$ cat config.mk
export PLATFORM = sky130hd
export DESIGN_NAME = sgdmac_wr_engine_flat
export DESIGN_NICKNAME = d
export VERILOG_FILES = /design/src/rtl/sgdmac_pkg.sv /design/src/rtl/sgdmac_wr_engine_if.sv /design/src/rtl/sgdmac_len_fifo.sv /design/src/rtl/sgdmac_wr_engine.sv /design/src/flat_wrapper.sv
export SDC_FILE = /design/constraint.sdc
export NUM_CORES = 1
export LEC_CHECK = 0
export BUFFER_PORTS_ARGS = -buffer_cell sky130_fd_sc_hd__buf_2
export CORE_UTILIZATION = 45
export CTS_CLUSTER_DIAMETER = 150
export DETAILED_ROUTE_END_ITERATION = 8
export MAX_ROUTING_LAYER = met4
export PLACE_DENSITY = 0.79
export SLEW_MARGIN = 40
export SYNTH_ARGS = -nofsm -noshare
export SYNTH_HDL_FRONTEND = slang
export SYNTH_SLANG_ARGS = --single-unit
$ cat constraint.sdc
create_clock -name clk -period 16.05 [get_ports clk]
set_input_delay 0.8025 -clock clk [delete_from_list [all_inputs] [get_ports clk]]
set_output_delay 0.8025 -clock clk [all_outputs]
set_load 0.01 [all_outputs]
$ cat src/rtl/sgdmac_pkg.sv
// Shared constants and types for the scatter-gather DMA engines.
package sgdmac_pkg;
  localparam logic [1:0] AXI_BURST_INCR = 2'b01;
  localparam logic [1:0] AXI_RESP_OKAY  = 2'b00;
  localparam int         PAGE_BYTES     = 4096;

  typedef enum logic [1:0] {
    IDLE  = 2'd0,
    RUN   = 2'd1,
    DRAIN = 2'd2
  } state_t;
endpackage

$ cat src/rtl/sgdmac_wr_engine_if.sv
// AXI write channels plus the FWFT read-side FIFO port of the write engine.
interface sgdmac_wr_engine_if #(parameter int DATA_W = 32);
  localparam int BYTES = DATA_W / 8;

  logic [31:0]       awaddr_o;
  logic [3:0]        awlen_o;
  logic [2:0]        awsize_o;
  logic [1:0]        awburst_o;
  logic              awvalid_o;
  logic              awready_i;
  logic [3:0]        wid_o;
  logic [DATA_W-1:0] wdata_o;
  logic [BYTES-1:0]  wstrb_o;
  logic              wlast_o;
  logic              wvalid_o;
  logic              wready_i;
  logic [1:0]        bresp_i;
  logic              bvalid_i;
  logic              bready_o;
  logic              fifo_empty_i;
  logic [DATA_W-1:0] fifo_rdata_i;
  logic              fifo_rden_o;

  modport master (
    output awaddr_o, awlen_o, awsize_o, awburst_o, awvalid_o,
    output wid_o, wdata_o, wstrb_o, wlast_o, wvalid_o,
    output bready_o, fifo_rden_o,
    input  awready_i, wready_i, bresp_i, bvalid_i, fifo_empty_i, fifo_rdata_i
  );

  modport slave (
    input  awaddr_o, awlen_o, awsize_o, awburst_o, awvalid_o,
    input  wid_o, wdata_o, wstrb_o, wlast_o, wvalid_o,
    input  bready_o, fifo_rden_o,
    output awready_i, wready_i, bresp_i, bvalid_i, fifo_empty_i, fifo_rdata_i
  );
endinterface

$ cat src/rtl/sgdmac_len_fifo.sv
// Small synchronous FIFO of burst lengths linking AW issue to W streaming.
module sgdmac_len_fifo #(
  parameter int DEPTH = 4,
  parameter int WIDTH = 4
) (
  input  logic             clk,
  input  logic             rst_n,
  input  logic             push,
  input  logic [WIDTH-1:0] din,
  input  logic             pop,
  output logic [WIDTH-1:0] dout,
  output logic             empty,
  output logic             full
);
  localparam int PW = (DEPTH > 1) ? $clog2(DEPTH) : 1;
  localparam int CW = $clog2(DEPTH + 1);

  logic [WIDTH-1:0] mem [DEPTH];
  logic [PW-1:0]    wr_ptr, rd_ptr;
  logic [CW-1:0]    count;
  logic             do_push, do_pop;

  function automatic logic [PW-1:0] inc(input logic [PW-1:0] p);
    return (p == PW'(DEPTH - 1)) ? '0 : p + PW'(1);
  endfunction

  assign do_push = push && !full;
  assign do_pop  = pop && !empty;
  assign empty   = (count == '0);
  assign full    = (count == CW'(DEPTH));
  assign dout    = mem[rd_ptr];

  always_ff @(posedge clk) begin
    if (do_push) mem[wr_ptr] <= din;
  end

  always_ff @(posedge clk) begin
    if (!rst_n) begin
      wr_ptr <= '0;
      rd_ptr <= '0;
      count  <= '0;
    end else begin
      if (do_push) wr_ptr <= inc(wr_ptr);
      if (do_pop)  rd_ptr <= inc(rd_ptr);
      if (do_push && !do_pop)      count <= count + CW'(1);
      else if (!do_push && do_pop) count <= count - CW'(1);
    end
  end
endmodule

$ cat src/rtl/sgdmac_wr_engine.sv
// AXI write engine: splits one command into 4 KB-safe INCR bursts, AW runs ahead of W.
module sgdmac_wr_engine
  import sgdmac_pkg::*;
#(
  parameter int DATA_W          = 32,
  parameter int MAX_BURST       = 16,
  parameter int MAX_OUTSTANDING = 4,
  parameter int LEN_W           = 16
) (
  input  logic                clk,
  input  logic                rst_n,
  input  logic                start_i,
  input  logic [31:0]         dst_addr_i,
  input  logic [LEN_W-1:0]    byte_len_i,
  output logic                done_o,
  output logic                err_o,
  sgdmac_wr_engine_if.master  bus
);
  localparam int BYTES  = DATA_W / 8;
  localparam int OFF_W  = $clog2(BYTES);
  localparam int BEAT_W = LEN_W + 1;
  localparam int CW     = (BEAT_W > 13) ? BEAT_W : 13;
  localparam int OS_W   = $clog2(MAX_OUTSTANDING + 1);

  state_t            state, state_nxt;
  logic [31:0]       addr;
  logic [BEAT_W-1:0] aw_left, w_left, w_left_nxt, total_beats;
  logic [OFF_W-1:0]  tail;
  logic [OS_W-1:0]   os_cnt, os_nxt;
  logic [3:0]        w_idx;
  logic              err;

  logic [CW-1:0]     to_4k, burst_beats;
  logic [31:0]       burst_bytes;
  logic [3:0]        awlen, q_head;
  logic              q_empty, q_full;
  logic              aw_ok, aw_hs, w_ok, w_last, w_hs, b_hs;
  logic [BYTES-1:0]  strb_tail, strb;

  assign total_beats = (BEAT_W'(byte_len_i) + BEAT_W'(BYTES - 1)) >> OFF_W;

  // Burst size is the smallest of the AXI3 limit, what is left, and the room to the page end.
  assign to_4k = (CW'(PAGE_BYTES) - CW'(addr[11:0])) >> OFF_W;
  always_comb begin
    burst_beats = CW'(MAX_BURST);
    if (CW'(aw_left) < burst_beats) burst_beats = CW'(aw_left);
    if (to_4k < burst_beats)        burst_beats = to_4k;
  end
  assign burst_bytes = 32'(burst_beats) << OFF_W;
  assign awlen       = (aw_left != '0) ? 4'(burst_beats - CW'(1)) : 4'd0;

  assign aw_ok  = (state == RUN) && (aw_left != '0) &&
                  (os_cnt < OS_W'(MAX_OUTSTANDING)) && !q_full;
  assign aw_hs  = aw_ok && bus.awready_i;
  assign w_ok   = !q_empty && !bus.fifo_empty_i;
  assign w_last = !q_empty && (w_idx == q_head);
  assign w_hs   = w_ok && bus.wready_i;
  assign b_hs   = bus.bvalid_i && (os_cnt != '0);

  always_comb begin
    strb_tail = '0;
    for (int i = 0; i < BYTES; i++) strb_tail[i] = (i < int'(tail));
  end
  assign strb = ((w_left == BEAT_W'(1)) && (tail != '0)) ? strb_tail : '1;

  always_comb begin
    os_nxt = os_cnt;
    if (aw_hs && !b_hs)      os_nxt = os_cnt + OS_W'(1);
    else if (!aw_hs && b_hs) os_nxt = os_cnt - OS_W'(1);
  end
  assign w_left_nxt = w_hs ? w_left - BEAT_W'(1) : w_left;

  sgdmac_len_fifo #(.DEPTH(MAX_OUTSTANDING), .WIDTH(4)) u_len_fifo (
    .clk   (clk),
    .rst_n (rst_n),
    .push  (aw_hs),
    .din   (awlen),
    .pop   (w_hs && w_last),
    .dout  (q_head),
    .empty (q_empty),
    .full  (q_full)
  );

  always_ff @(posedge clk) begin
    if (!rst_n) state <= IDLE;
    else        state <= state_nxt;
  end

  // DRAIN looks at next-cycle counts so done rises right after the final B.
  always_comb begin
    state_nxt = state;
    case (state)
      IDLE:    if (start_i && (byte_len_i != '0)) state_nxt = RUN;
      RUN:     if (aw_left == '0) state_nxt = DRAIN;
      DRAIN:   if ((os_nxt == '0) && (w_left_nxt == '0)) state_nxt = IDLE;
      default: state_nxt = IDLE;
    endcase
  end

  always_ff @(posedge clk) begin
    if (!rst_n) begin
      addr    <= '0;
      aw_left <= '0;
      w_left  <= '0;
      tail    <= '0;
      os_cnt  <= '0;
      w_idx   <= '0;
      err     <= 1'b0;
    end else if (state == IDLE && start_i) begin
      err     <= 1'b0;
      addr    <= dst_addr_i;
      aw_left <= total_beats;
      w_left  <= total_beats;
      tail    <= byte_len_i[OFF_W-1:0];
    end else begin
      if (aw_hs) begin
        addr    <= addr + burst_bytes;
        aw_left <= aw_left - BEAT_W'(burst_beats);
      end
      if (w_hs) w_idx <= w_last ? 4'd0 : w_idx + 4'd1;
      w_left <= w_left_nxt;
      os_cnt <= os_nxt;
      if (b_hs && (bus.bresp_i != AXI_RESP_OKAY)) err <= 1'b1;
    end
  end

  assign done_o          = (state == IDLE);
  assign err_o           = err;
  assign bus.awaddr_o    = addr;
  assign bus.awlen_o     = awlen;
  assign bus.awsize_o    = 3'(OFF_W);
  assign bus.awburst_o   = AXI_BURST_INCR;
  assign bus.awvalid_o   = aw_ok;
  assign bus.wid_o       = 4'd0;
  assign bus.wdata_o     = bus.fifo_rdata_i;
  assign bus.wstrb_o     = w_ok ? strb : '0;
  assign bus.wlast_o     = w_last;
  assign bus.wvalid_o    = w_ok;
  assign bus.bready_o    = (os_cnt != '0);
  assign bus.fifo_rden_o = w_hs;
endmodule
$ cat src/flat_wrapper.sv
// flat-port wrapper written by rule: the top's interface ports become plain ports
module sgdmac_wr_engine_flat import sgdmac_pkg::*;
#(
  parameter int DATA_W          = 32,
  parameter int MAX_BURST       = 16,
  parameter int MAX_OUTSTANDING = 4,
  parameter int LEN_W           = 16
)
  (clk, rst_n, start_i, dst_addr_i, byte_len_i, done_o, err_o, bus_awaddr_o, bus_awlen_o, bus_awsize_o, bus_awburst_o, bus_awvalid_o, bus_wid_o, bus_wdata_o, bus_wstrb_o, bus_wlast_o, bus_wvalid_o, bus_bready_o, bus_fifo_rden_o, bus_awready_i, bus_wready_i, bus_bresp_i, bus_bvalid_i, bus_fifo_empty_i, bus_fifo_rdata_i);
  sgdmac_wr_engine_if #(.DATA_W(DATA_W)) bus_i ();
  input  logic clk;
  input  logic rst_n;
  input  logic start_i;
  input  logic [31:0] dst_addr_i;
  input  logic [LEN_W-1:0] byte_len_i;
  output logic done_o;
  output logic err_o;
  output wire logic [$bits(bus_i.awaddr_o)-1:0] bus_awaddr_o;
  output wire logic [$bits(bus_i.awlen_o)-1:0] bus_awlen_o;
  output wire logic [$bits(bus_i.awsize_o)-1:0] bus_awsize_o;
  output wire logic [$bits(bus_i.awburst_o)-1:0] bus_awburst_o;
  output wire logic [$bits(bus_i.awvalid_o)-1:0] bus_awvalid_o;
  output wire logic [$bits(bus_i.wid_o)-1:0] bus_wid_o;
  output wire logic [$bits(bus_i.wdata_o)-1:0] bus_wdata_o;
  output wire logic [$bits(bus_i.wstrb_o)-1:0] bus_wstrb_o;
  output wire logic [$bits(bus_i.wlast_o)-1:0] bus_wlast_o;
  output wire logic [$bits(bus_i.wvalid_o)-1:0] bus_wvalid_o;
  output wire logic [$bits(bus_i.bready_o)-1:0] bus_bready_o;
  output wire logic [$bits(bus_i.fifo_rden_o)-1:0] bus_fifo_rden_o;
  input wire logic [$bits(bus_i.awready_i)-1:0] bus_awready_i;
  input wire logic [$bits(bus_i.wready_i)-1:0] bus_wready_i;
  input wire logic [$bits(bus_i.bresp_i)-1:0] bus_bresp_i;
  input wire logic [$bits(bus_i.bvalid_i)-1:0] bus_bvalid_i;
  input wire logic [$bits(bus_i.fifo_empty_i)-1:0] bus_fifo_empty_i;
  input wire logic [$bits(bus_i.fifo_rdata_i)-1:0] bus_fifo_rdata_i;
  assign bus_awaddr_o = bus_i.awaddr_o;
  assign bus_awlen_o = bus_i.awlen_o;
  assign bus_awsize_o = bus_i.awsize_o;
  assign bus_awburst_o = bus_i.awburst_o;
  assign bus_awvalid_o = bus_i.awvalid_o;
  assign bus_wid_o = bus_i.wid_o;
  assign bus_wdata_o = bus_i.wdata_o;
  assign bus_wstrb_o = bus_i.wstrb_o;
  assign bus_wlast_o = bus_i.wlast_o;
  assign bus_wvalid_o = bus_i.wvalid_o;
  assign bus_bready_o = bus_i.bready_o;
  assign bus_fifo_rden_o = bus_i.fifo_rden_o;
  assign bus_i.awready_i = bus_awready_i;
  assign bus_i.wready_i = bus_wready_i;
  assign bus_i.bresp_i = bus_bresp_i;
  assign bus_i.bvalid_i = bus_bvalid_i;
  assign bus_i.fifo_empty_i = bus_fifo_empty_i;
  assign bus_i.fifo_rdata_i = bus_fifo_rdata_i;
  sgdmac_wr_engine #(.DATA_W(DATA_W), .MAX_BURST(MAX_BURST), .MAX_OUTSTANDING(MAX_OUTSTANDING), .LEN_W(LEN_W)) u_core (.clk(clk), .rst_n(rst_n), .start_i(start_i), .dst_addr_i(dst_addr_i), .byte_len_i(byte_len_i), .done_o(done_o), .err_o(err_o), .bus(bus_i));
endmodule
After elaboration in Yosys (flattened, before gate mapping)
Memories as Yosys holds them, arrays and structs flattened. A register that Yosys moved wholly into a read port is not among the register bits. Cells that the tools add are included.

Flip-flop bits (word level): 85. RAM bits: 16. Output and inout port bits: 88. Logic and storage cells: 113. Memories kept: 1.

Memories: u_core.u_len_fifo.mem (depth 4, width 4, read ports 1, clocked after memory_dff 1, write ports 1, RTL line sgdmac_len_fifo.sv:18) `logic [WIDTH-1:0] mem [DEPTH];`.

$add $sub $neg: 13. $lt $le $gt $ge: 6. Equality and inequality tests: 10. Multiplexer cells: 26. Bitwise logic cells: 2. Reduce and logical (&&, ||, !) cells: 42.

Operators with widths (number): $mux 32 (2); $mux 17 (3); $mux 15 (3); $logic_not 17->1 (2); $add 32x19->32 (1); $logic_and 1x1->1 (20); $add 16x2->17 const B (1); $eq 17x1->1 const B (1); $lt 15x17->1 (1); $lt 17x5->1 const B (1); $reduce_bool 17->1 (1); $sub 17x1->17 const B (1); $sub 17x17->17 (1); $mux 4 (4); $reduce_bool 16->1 (1); $mux 2 (7); $sub 13x12->14 const A (1); $mux 3 (4); $reduce_bool 2->1 (4); $logic_not 1->1 (7); $add 3x1->3 const B (2); $eq 2x2->1 const B (3); $logic_not 3->1 (2); $pmux 2 s3 (1); 19 further kinds (25).

Depth between registers and ports, before layout
Gate-level depths: netlist (run 1).

Word-level depth: 13. Gate-level depth with buffers: 26.

By module
From an unflattened synthesis (run 1), not the netlist that was laid out.

Cell total of the unflattened synthesis: 989. Area total of the unflattened synthesis: 7963.9 µm².

Modules (own cells, without submodules): sgdmac_wr_engine (times used 1, cells an instance 918, area each 6912.9 µm², sequential area each 1561.5 µm²); sgdmac_len_fifo (times used 1, cells an instance 71, area each 1051.0 µm², sequential area each 660.6 µm²).

Worst setup path after synthesis (run 1)
Ideal clock, no wire load.

Kind: register -> register. Start point: register u_core.addr[2], in the netlist u_core.bus.awaddr_o[2]. End point: register u_core.addr[22], in the netlist u_core.bus.awaddr_o[22]. Library setup time: 74 ps. Data arrival time: 5493 ps. Setup slack: 10483 ps. Stages on the path, launching flop included: 27. Path buffers: 2. Period minus slack after synthesis: 5567 ps. Path through: dfxtp_1 -> or3_1 -> clkbuf_1 -> nor3_1 -> nand2b_1 -> nor3_2 -> nand2b_1 -> nor2_1 -> xnor2_1 -> ha_1 -> and4_1 -> a211oi_1 -> a311oi_1 -> o22ai_2 -> clkbuf_1 -> nand2_1 -> o21ai_0 -> inv_1 -> fa_1 -> nor2b_1 -> o31a_1 -> o311a_1 -> o211a_1 -> nor2_1 -> o21a_1 -> or4_1 -> a31oi_1.

Cells in the longest elaborated chain, start to end: 6.

RTL lines: from (decl) (RTL line sgdmac_wr_engine.sv:26) `logic [31:0] addr;`; from (signal assigned) (RTL line sgdmac_wr_engine.sv:111) `addr <= dst_addr_i;`; from (signal assigned) (RTL line sgdmac_wr_engine.sv:117) `addr <= addr + burst_bytes;`; $sub 13x12->14 (RTL line sgdmac_wr_engine.sv:43) `assign to_4k = (CW'(PAGE_BYTES) - CW'(addr[11:0])) >> OFF_W;`; $lt 15x17->1 (RTL line sgdmac_wr_engine.sv:47) `if (to_4k < burst_beats) burst_beats = to_4k;`; $mux 17 (RTL line sgdmac_wr_engine.sv:47); $add 32x19->32 * (RTL line sgdmac_wr_engine.sv:117); $mux 32 * (RTL line sgdmac_wr_engine.sv:116) `if (aw_hs) begin`; $mux 32 * (RTL line sgdmac_wr_engine.sv:109) `end else if (state == IDLE && start_i) begin`.

Mark *: on every way between the ends. The rest lies on a longest branch, timed or not. The select of a mux whose other input is x is not followed. A chain may end at the register's enable or synchronous reset.

Worst setup path after layout (run 1)
Ends and elaborated chain as after synthesis.

==> results of run 1 <==
## metal layers
metal	track usage (%)	share of wire, %	vias to the layer above
li1	-	-	3363
met1	29.1	45	3148
met2	37.6	47	185
met3	4.85	6.4	23
met4	6.36	1.4	0
met5	-	0	-
## cells in the final DEF (no fill, tap or decap), types with 24 or more instances in the layout
master | netlist | layout
buf_2 | 5 | 103
a21oi_1 | 90 | 90
nand2_1 | 89 | 88
dfxtp_1 | 87 | 87
nor2_1 | 67 | 67
o21ai_0 | 65 | 65
ha_1 | 56 | 56
xnor2_1 | 48 | 48
inv_1 | 31 | 31
conb_1 | 2 | 26
xor2_1 | 24 | 24
## where the power goes
group	total [mW]	switching, mW	internal, mW
registers	0.323	0.0296	0.293
clock network	0.219	0.111	0.109
logic	0.438	0.255	0.183
total	0.980	0.395	0.585
## flip-flops by register name (all words and copies together) (netlist names), 3 cells and up, named ones only
| signal | count |
|---|---|
| u_core.bus.awaddr_o | 32 |
| u_core.aw_left | 17 |
| u_core.w_left | 17 |
| u_core.u_len_fifo.mem | 16 |
| u_core.w_idx | 4 |
| u_core.os_cnt | 3 |
| u_core.u_len_fifo.count | 3 |
## per-stage QoR
stage,cell area [µm²],cells,util (%),setup WS [ns]
floorplan,7580,936,-,10.48
CTS,8250,1201,51.4,9.54
finish,8260,1201,51.5,9.56
global route,8260,1201,51.5,9.01
global placement,7960,1185,49.6,9.84
detailed placement,7960,1185,49.6,9.60
## cells by family after synthesis
logic type | share of synthesized area [%]
multiplexers | 1.74
adder cells (fa/ha/maj) | 10.4
buffers and inverters | 7.70
AO/OA/AOI/OAI | 21.3
XOR/XNOR | 8.42
other | 0.100
AND/OR/NAND/NOR | 20.6
flip-flops | 29.7
## cells in the mapped netlist (4+ instances only)
| cell | number | share of area (%) |
|---|---|---|
| nand2b_1 | 10 | 0.84 |
| and3_1 | 9 | 0.75 |
| a21o_1 | 12 | 1.2 |
| o211ai_1 | 7 | 0.70 |
| nand4_1 | 10 | 0.84 |
| buf_2 | 5 | 0.33 |
| mux2i_1 | 4 | 0.53 |
| or3_1 | 11 | 0.92 |
| o21a_1 | 8 | 0.80 |
| o31ai_1 | 6 | 0.60 |
| mux4_2 | 4 | 1.2 |
| a31oi_1 | 12 | 1.0 |
| and2_1 | 17 | 1.4 |
| o21ai_0 | 65 | 4.3 |
| a21oi_1 | 90 | 6.0 |
| nand3_1 | 20 | 1.3 |
| nand2_1 | 89 | 4.5 |
| xor2_1 | 24 | 2.8 |
| nor2b_1 | 5 | 0.42 |
| o221ai_1 | 8 | 0.94 |
| and4_1 | 5 | 0.58 |
| nor4_1 | 8 | 0.67 |
| nor3_1 | 21 | 1.4 |
| nor3b_1 | 6 | 0.60 |
| o31a_1 | 4 | 0.47 |
| edfxtp_1 | 16 | 6.4 |
| nor2_1 | 67 | 3.4 |
| a311oi_1 | 6 | 0.70 |
| clkbuf_1 | 23 | 1.2 |
| xnor2_1 | 48 | 5.6 |
| inv_1 | 31 | 1.6 |
| dfxtp_1 | 87 | 23 |
| a211oi_1 | 7 | 0.70 |
| ha_1 | 56 | 9.4 |
| buf_4 | 42 | 4.2 |
## worst min path at each step
| stage | from | end | slack [ns] | depth (start not counted) |
|---|---|---|---|---|
| floorplan | u_core.tail[0]$_SDFFE_PN0P_ | u_core.tail[0]$_SDFFE_PN0P_ | 0.45 | 2 |
| global placement | u_core.err_o$_SDFFE_PP0P_ | u_core.err_o$_SDFFE_PP0P_ | 0.46 | 2 |
| detailed placement | u_core.err_o$_SDFFE_PP0P_ | u_core.err_o$_SDFFE_PP0P_ | 0.47 | 2 |
| CTS | u_core.err_o$_SDFFE_PP0P_ | u_core.err_o$_SDFFE_PP0P_ | 0.48 | 2 |
| global route | u_core.u_len_fifo.wr_ptr[1]$_SDFFE_PN0P_ | u_core.u_len_fifo.wr_ptr[1]$_SDFFE_PN0P_ | 0.52 | 2 |
| finish | u_core.err_o$_SDFFE_PP0P_ | u_core.err_o$_SDFFE_PP0P_ | 0.48 | 2 |
## final cells by class
class | count | area share (%)
clock buffers | 9 | 2.73
multi-input cells | 726 | 58.2
well taps | 216 | 3.27
inverters | 32 | 1.45
flip-flops and latches | 103 | 26.9
repair buffers | 108 | 6.74
clock inverters | 7 | 0.772
## worst max-delay path: stages (launching register included)
cell and delay (ns):
dfxtp_1 0.36, or3_1 0.47, nor3_1 0.36, nand2b_1 0.19, nor3_2 0.24, nand2b_1 0.19, nor2_1 0.15, xnor2_1 0.19
ha_1 0.31, and4_1 0.21, a211oi_1 0.21, a311oi_1 0.09, o22ai_2 0.56, nand3_1 0.15, o31ai_1 0.18, ha_1 0.31
inv_1 0.07, fa_1 0.40, nor2b_1 0.16, o31a_1 0.20, o311a_1 0.22, o211a_1 0.20, nor2_1 0.08, o21a_1 0.25
or4_1 0.49, a31oi_1 0.16
==> flow_summary.yaml, run 1 <==
outcome:
  status: "completed"
worst_setup_path:
  cp.required_ns: 16.34
  startpoint: "u_core.bus.awaddr_o[2]$_SDFFE_PN0P_"
  endpoint: "u_core.bus.awaddr_o[22]$_SDFFE_PN0P_"
  path_class: "flop to flop"
  reg2reg_to: "u_core.bus.awaddr_o[22]$_SDFFE_PN0P_"
  reg2reg_slack_ns: 9.56
  ff2ff_path_depth: 25
  end_kind: "flop"
  crit_arrival_ns: 6.77
  cp_max_fo: 19
  timing.rr.start: "u_core.bus.awaddr_o[2]$_SDFFE_PN0P_"
  startpoint_type: "flop"
synthesis:
  ys_ff_latch: 103
  ys_warn_count: 0
  ys_async_sr_fraction_pct: 0
  synth_ff_type: "dfxtp_1"
  synth_edf_count: 16
  synth-seq-area-share_pct: 29.7
  syn_avg_cell_area_um2: 8.21
  syn_inst: 912
  syn_area_um2: 7490
  synth_cell_types: 78
finish:
  diodes: 0
  nFillCells: 1511
  final_nets: 1128
  ff_latch_area_um2: 2220
  area_growth_pct: 10.3
  drive_gt1_share_pct: 15.5
  multiInputGateArea_um2: 4810
routing:
  drc: 0
  routed_via_density: 5.59
  dr.pass1.iters: 5
  wl_per_cell_um: 15.6
  route.vias.total: 6719
  ant_nets: 0
  wirelength_mm: 18.7
  first_iter_violations: 396
run:
  cap_violations: 0
pwr:
  powerDensity_nw_per_um2: 119
  total_leakage_power_nw: 3.41
  finalPower_mw: 0.980
  ir_drop_v: 0.0000635
place:
  port_buffers: 103
  place_congestion: 0.866
  dpl.hpwl_mm: 13.7
grt:
  grt_overflow: 0
  grt_pass1_vias: 6239
  grt_max_degree: 90
  antenna_found_initial: 0
  track_usage_pct: 23.2
  grt_pass1_wl_mm: 30.4
worst_hold_path:
  worst_hold_path_type: "flop to flop"
floorplanning:
  rows: 46
  start_util_pct: 46.6
  fp.dieH_um: 131
  die-area_um2: 17200
  dieWidth_um: 131
  io_pins: 177
  fp.coreArea_um2: 16100
clock_tree:
  cts_resized: 0
  cts.sinks: 103
  cts_max_level: 3
  cts_setup_buffers: 0
  cts_buffers: 9
  cts.hold.buffers_added: 0
  cts_root_buf: "clkbuf_16"
  path_clk_slew_ns: 0.08
  cts_tree: "done"
  clock_path_buffers: 2
  clk_latency_ns: 0.36
timing:
  timing.final.crit_share_pct: 40.4
  worst_pin_slew_ns: 0.818
  min_period_ns: 6.49
  skew_ns: 0.00744
  whs_ns: 0.478
  finalHoldViolCount: 0
  setup_tns_ns: 0
  relSlewSlack_pct: 45.4
  finalSetupViolCount: 0
  max_freq_ghz: 0.154
  rsz0062_at_grt: "false"
  drv_slew: 0
No activity file was read; power rests on OpenSTA's default activity.
==> run 2: changes to the inputs <==
- ABC_AREA: not set -> 1
- PLACE_DENSITY: 0.79 -> 0.81
- clock period: 16.05 -> 5.5 ns (I/O delays scaled with it)
==> flow_summary.yaml, run 2 <==
grt:
  grt_pass1_wl_mm: 35.9
  grt_overflow: 0
  antenna_found_initial: 1
  grt_max_degree: 70
  grt_pass1_vias: 7875
  track_usage_pct: 24.7
clock_tree:
  cts_max_level: 3
  clk_latency_ns: 0.37
  clock_path_buffers: 2
  cts_buffers: 9
  cts_root_buf: "clkbuf_16"
  cts_tree: "done"
  path_clk_slew_ns: 0.08
  cts.sinks: 103
  cts_setup_buffers: 0
timing:
  layout_setup_ws_ns: 0.521
  min_period_ns: 4.98
  timing.final.crit_share_pct: 90.5
  whs_ns: 0.160
  max_freq_ghz: 0.201
  drv_slew: 0
  worst_pin_slew_ns: 0.790
  finalHoldViolCount: 0
  setup_tns_ns: 0
  relSlewSlack_pct: 47.3
  rsz0062_at_grt: "false"
  finalSetupViolCount: 0
  skew_ns: 0.0155
place:
  port_buffers: 103
  post-place-ws_ns: 0.371
  placed_area_um2: 8770
  dpl.hpwl_mm: 16.7
  dp.cells: 1564
  place_congestion: 0.995
finish:
  area_growth_pct: 10.2
  largest_reg_flops: 32
  final_nets: 1495
  finalInstanceArea_um2: 9140
  drive_gt1_share_pct: 13.2
  final_common_cell: "nand2_1"
  nFillCells: 1819
  utilization_pct: 50.7
  mostFrequentLayoutCells: "nand2_1 (279), nor2_1 (158), inv_1 (139), a21oi_1 (109), buf_2 (103)"
  finalNonFillerCells: 1582
synthesis:
  ys_ff_latch: 103
  syn_avg_cell_area_um2: 6.49
  synth_top_area_share_pct: 21.0
  yosys.area_share.simple_pct: 30.6
  ys_top_cells_by_count: "nand2_1 (279), nor2_1 (158), inv_1 (139)"
  synth_cell_types: 54
  synth_fa_ha_area_share_pct: 9.17
  ys_warn_count: 0
  synth_xor_area_share_pct: 2.85
  synth-seq-area-share_pct: 26.8
  yosysTopAreaCell: "dfxtp_1"
  synth_most_common_cell: "nand2_1"
  synth_top_family_by_area: "simple AND/OR/NAND/NOR gates"
  syn_inst: 1278
  synth_ff_type: "dfxtp_1"
  synth_compound_area_share_pct: 17.5
  synth_edf_count: 16
  ys_async_sr_fraction_pct: 0
  yosys-top-cells-area: "dfxtp_1 (21%), nand2_1 (13%), ha_1 (8.4%), nor2_1 (7.2%), a21oi_1 (6.7%)"
  syn_area_um2: 8290
  muxShareOfSynthArea_pct: 0.241
floorplanning:
  rows: 49
  die-area_um2: 19000
  fp.coreArea_um2: 18000
  fp.dieH_um: 138
  io_pins: 177
  start_util_pct: 46.0
  dieWidth_um: 138
worst_setup_path:
  max_stage_delay_ns: 0.41
  cp.buffers_inverters: 8
  end_kind: "flop"
  startpoint_type: "flop"
  cp_max_fo: 15
  crit_arrival_ns: 5.26
  critPathTopFamily: "simple AND/OR/NAND/NOR gates"
  path_class: "flop to flop"
  critical_path.slowest_cell: "fa_1"
  cp.required_ns: 5.78
  reg2reg_slack_ns: 0.52
routing:
  route.vias.total: 8489
  ant_nets: 0
  dr.pass1.iters: 5
  drc: 0
  wirelength_mm: 22.4
  wl_per_cell_um: 14.2
  routed_via_density: 5.37
  first_iter_violations: 562
pwr:
  ir_drop_v: 0.000198
  finalPower_mw: 3.39
  powerDensity_nw_per_um2: 371
  total_leakage_power_nw: 4.38
outcome:
  status: "completed"
worst_hold_path:
  worst_hold_path_type: "input pin to flop"
run:
  cap_violations: 0
-- run 2: cell types whose count changed in the layout (fill, tap and decap cells not counted), moves of 11 or more --
cell,before,now
xnor2_1,48,10
o21ai_1,1,21
a21oi_1,90,109
o21ai_0,65,82
or3_1,11,0
nor2_1,67,158
and2_1,16,1
nand2_1,88,279
inv_2,1,16
nand3_1,20,71
inv_1,31,139
-- run 2: area by class of cell --
type | count | area (µm²) | area share, %
clock buffer | 9 | 225 | 2.46
clock inverter | 7 | 95.1 | 1.04
antenna | 1 | 2.50 | 0.0274
sequential | 103 | 2220 | 24.3
tap | 229 | 287 | 3.14
multi-input combinational | 966 | 5130 | 56.1
inverter | 158 | 596 | 6.52
timing repair buffer | 109 | 581 | 6.35
-- run 2: kinds of logic after synthesis --
family,Yosys count
compound gates,266
xor+xnor,27
fa+ha+maj,59
buf+inv,233
flops,103
mux,2
other cells,2
simple gates,586
-- run 2: routing by layer --
layer	track usage (%)	share of wire, %	up-vias
li1	-	-	4269
met3	5.08	7.1	49
met5	-	0	-
met2	42.5	48	287
met4	9.24	2.6	0
met1	28.1	42	3884
-- run 2: repair_timing --
item                                    in CTS  in global routing
hold buffers                                 0                  0
endpoints found under the setup margin       0                 12
gates resized for setup                      0                  5
-- run 2: worst register-to-register path: cells and delay by family (launching register included) --
family	cells	cell delay, ns
buf+inv	8	0.57
compound gates	9	1.39
flops	1	0.33
fa+ha+maj	3	0.83
xor+xnor	1	0.17
simple gates	16	1.61
-- run 2: final timing paths --
path         depth (start not counted)                              endpoint                                 from
max reg2reg                         37  u_core.bus.awaddr_o[18]$_SDFFE_PN0P_  u_core.bus.awaddr_o[0]$_SDFFE_PN0P_
max                                 37  u_core.bus.awaddr_o[18]$_SDFFE_PN0P_  u_core.bus.awaddr_o[0]$_SDFFE_PN0P_
min                                  3           u_core.tail[0]$_SDFFE_PN0P_                        byte_len_i[0]
min reg2reg                          2             u_core.err_o$_SDFFE_PP0P_            u_core.err_o$_SDFFE_PP0P_
-- run 2: report_power, final --
part	switching, mW	leakage (nW)	internal, mW
clock network	0.309	0.157	0.400
logic	1.10	3.36	0.611
registers	0.0828	0.859	0.881
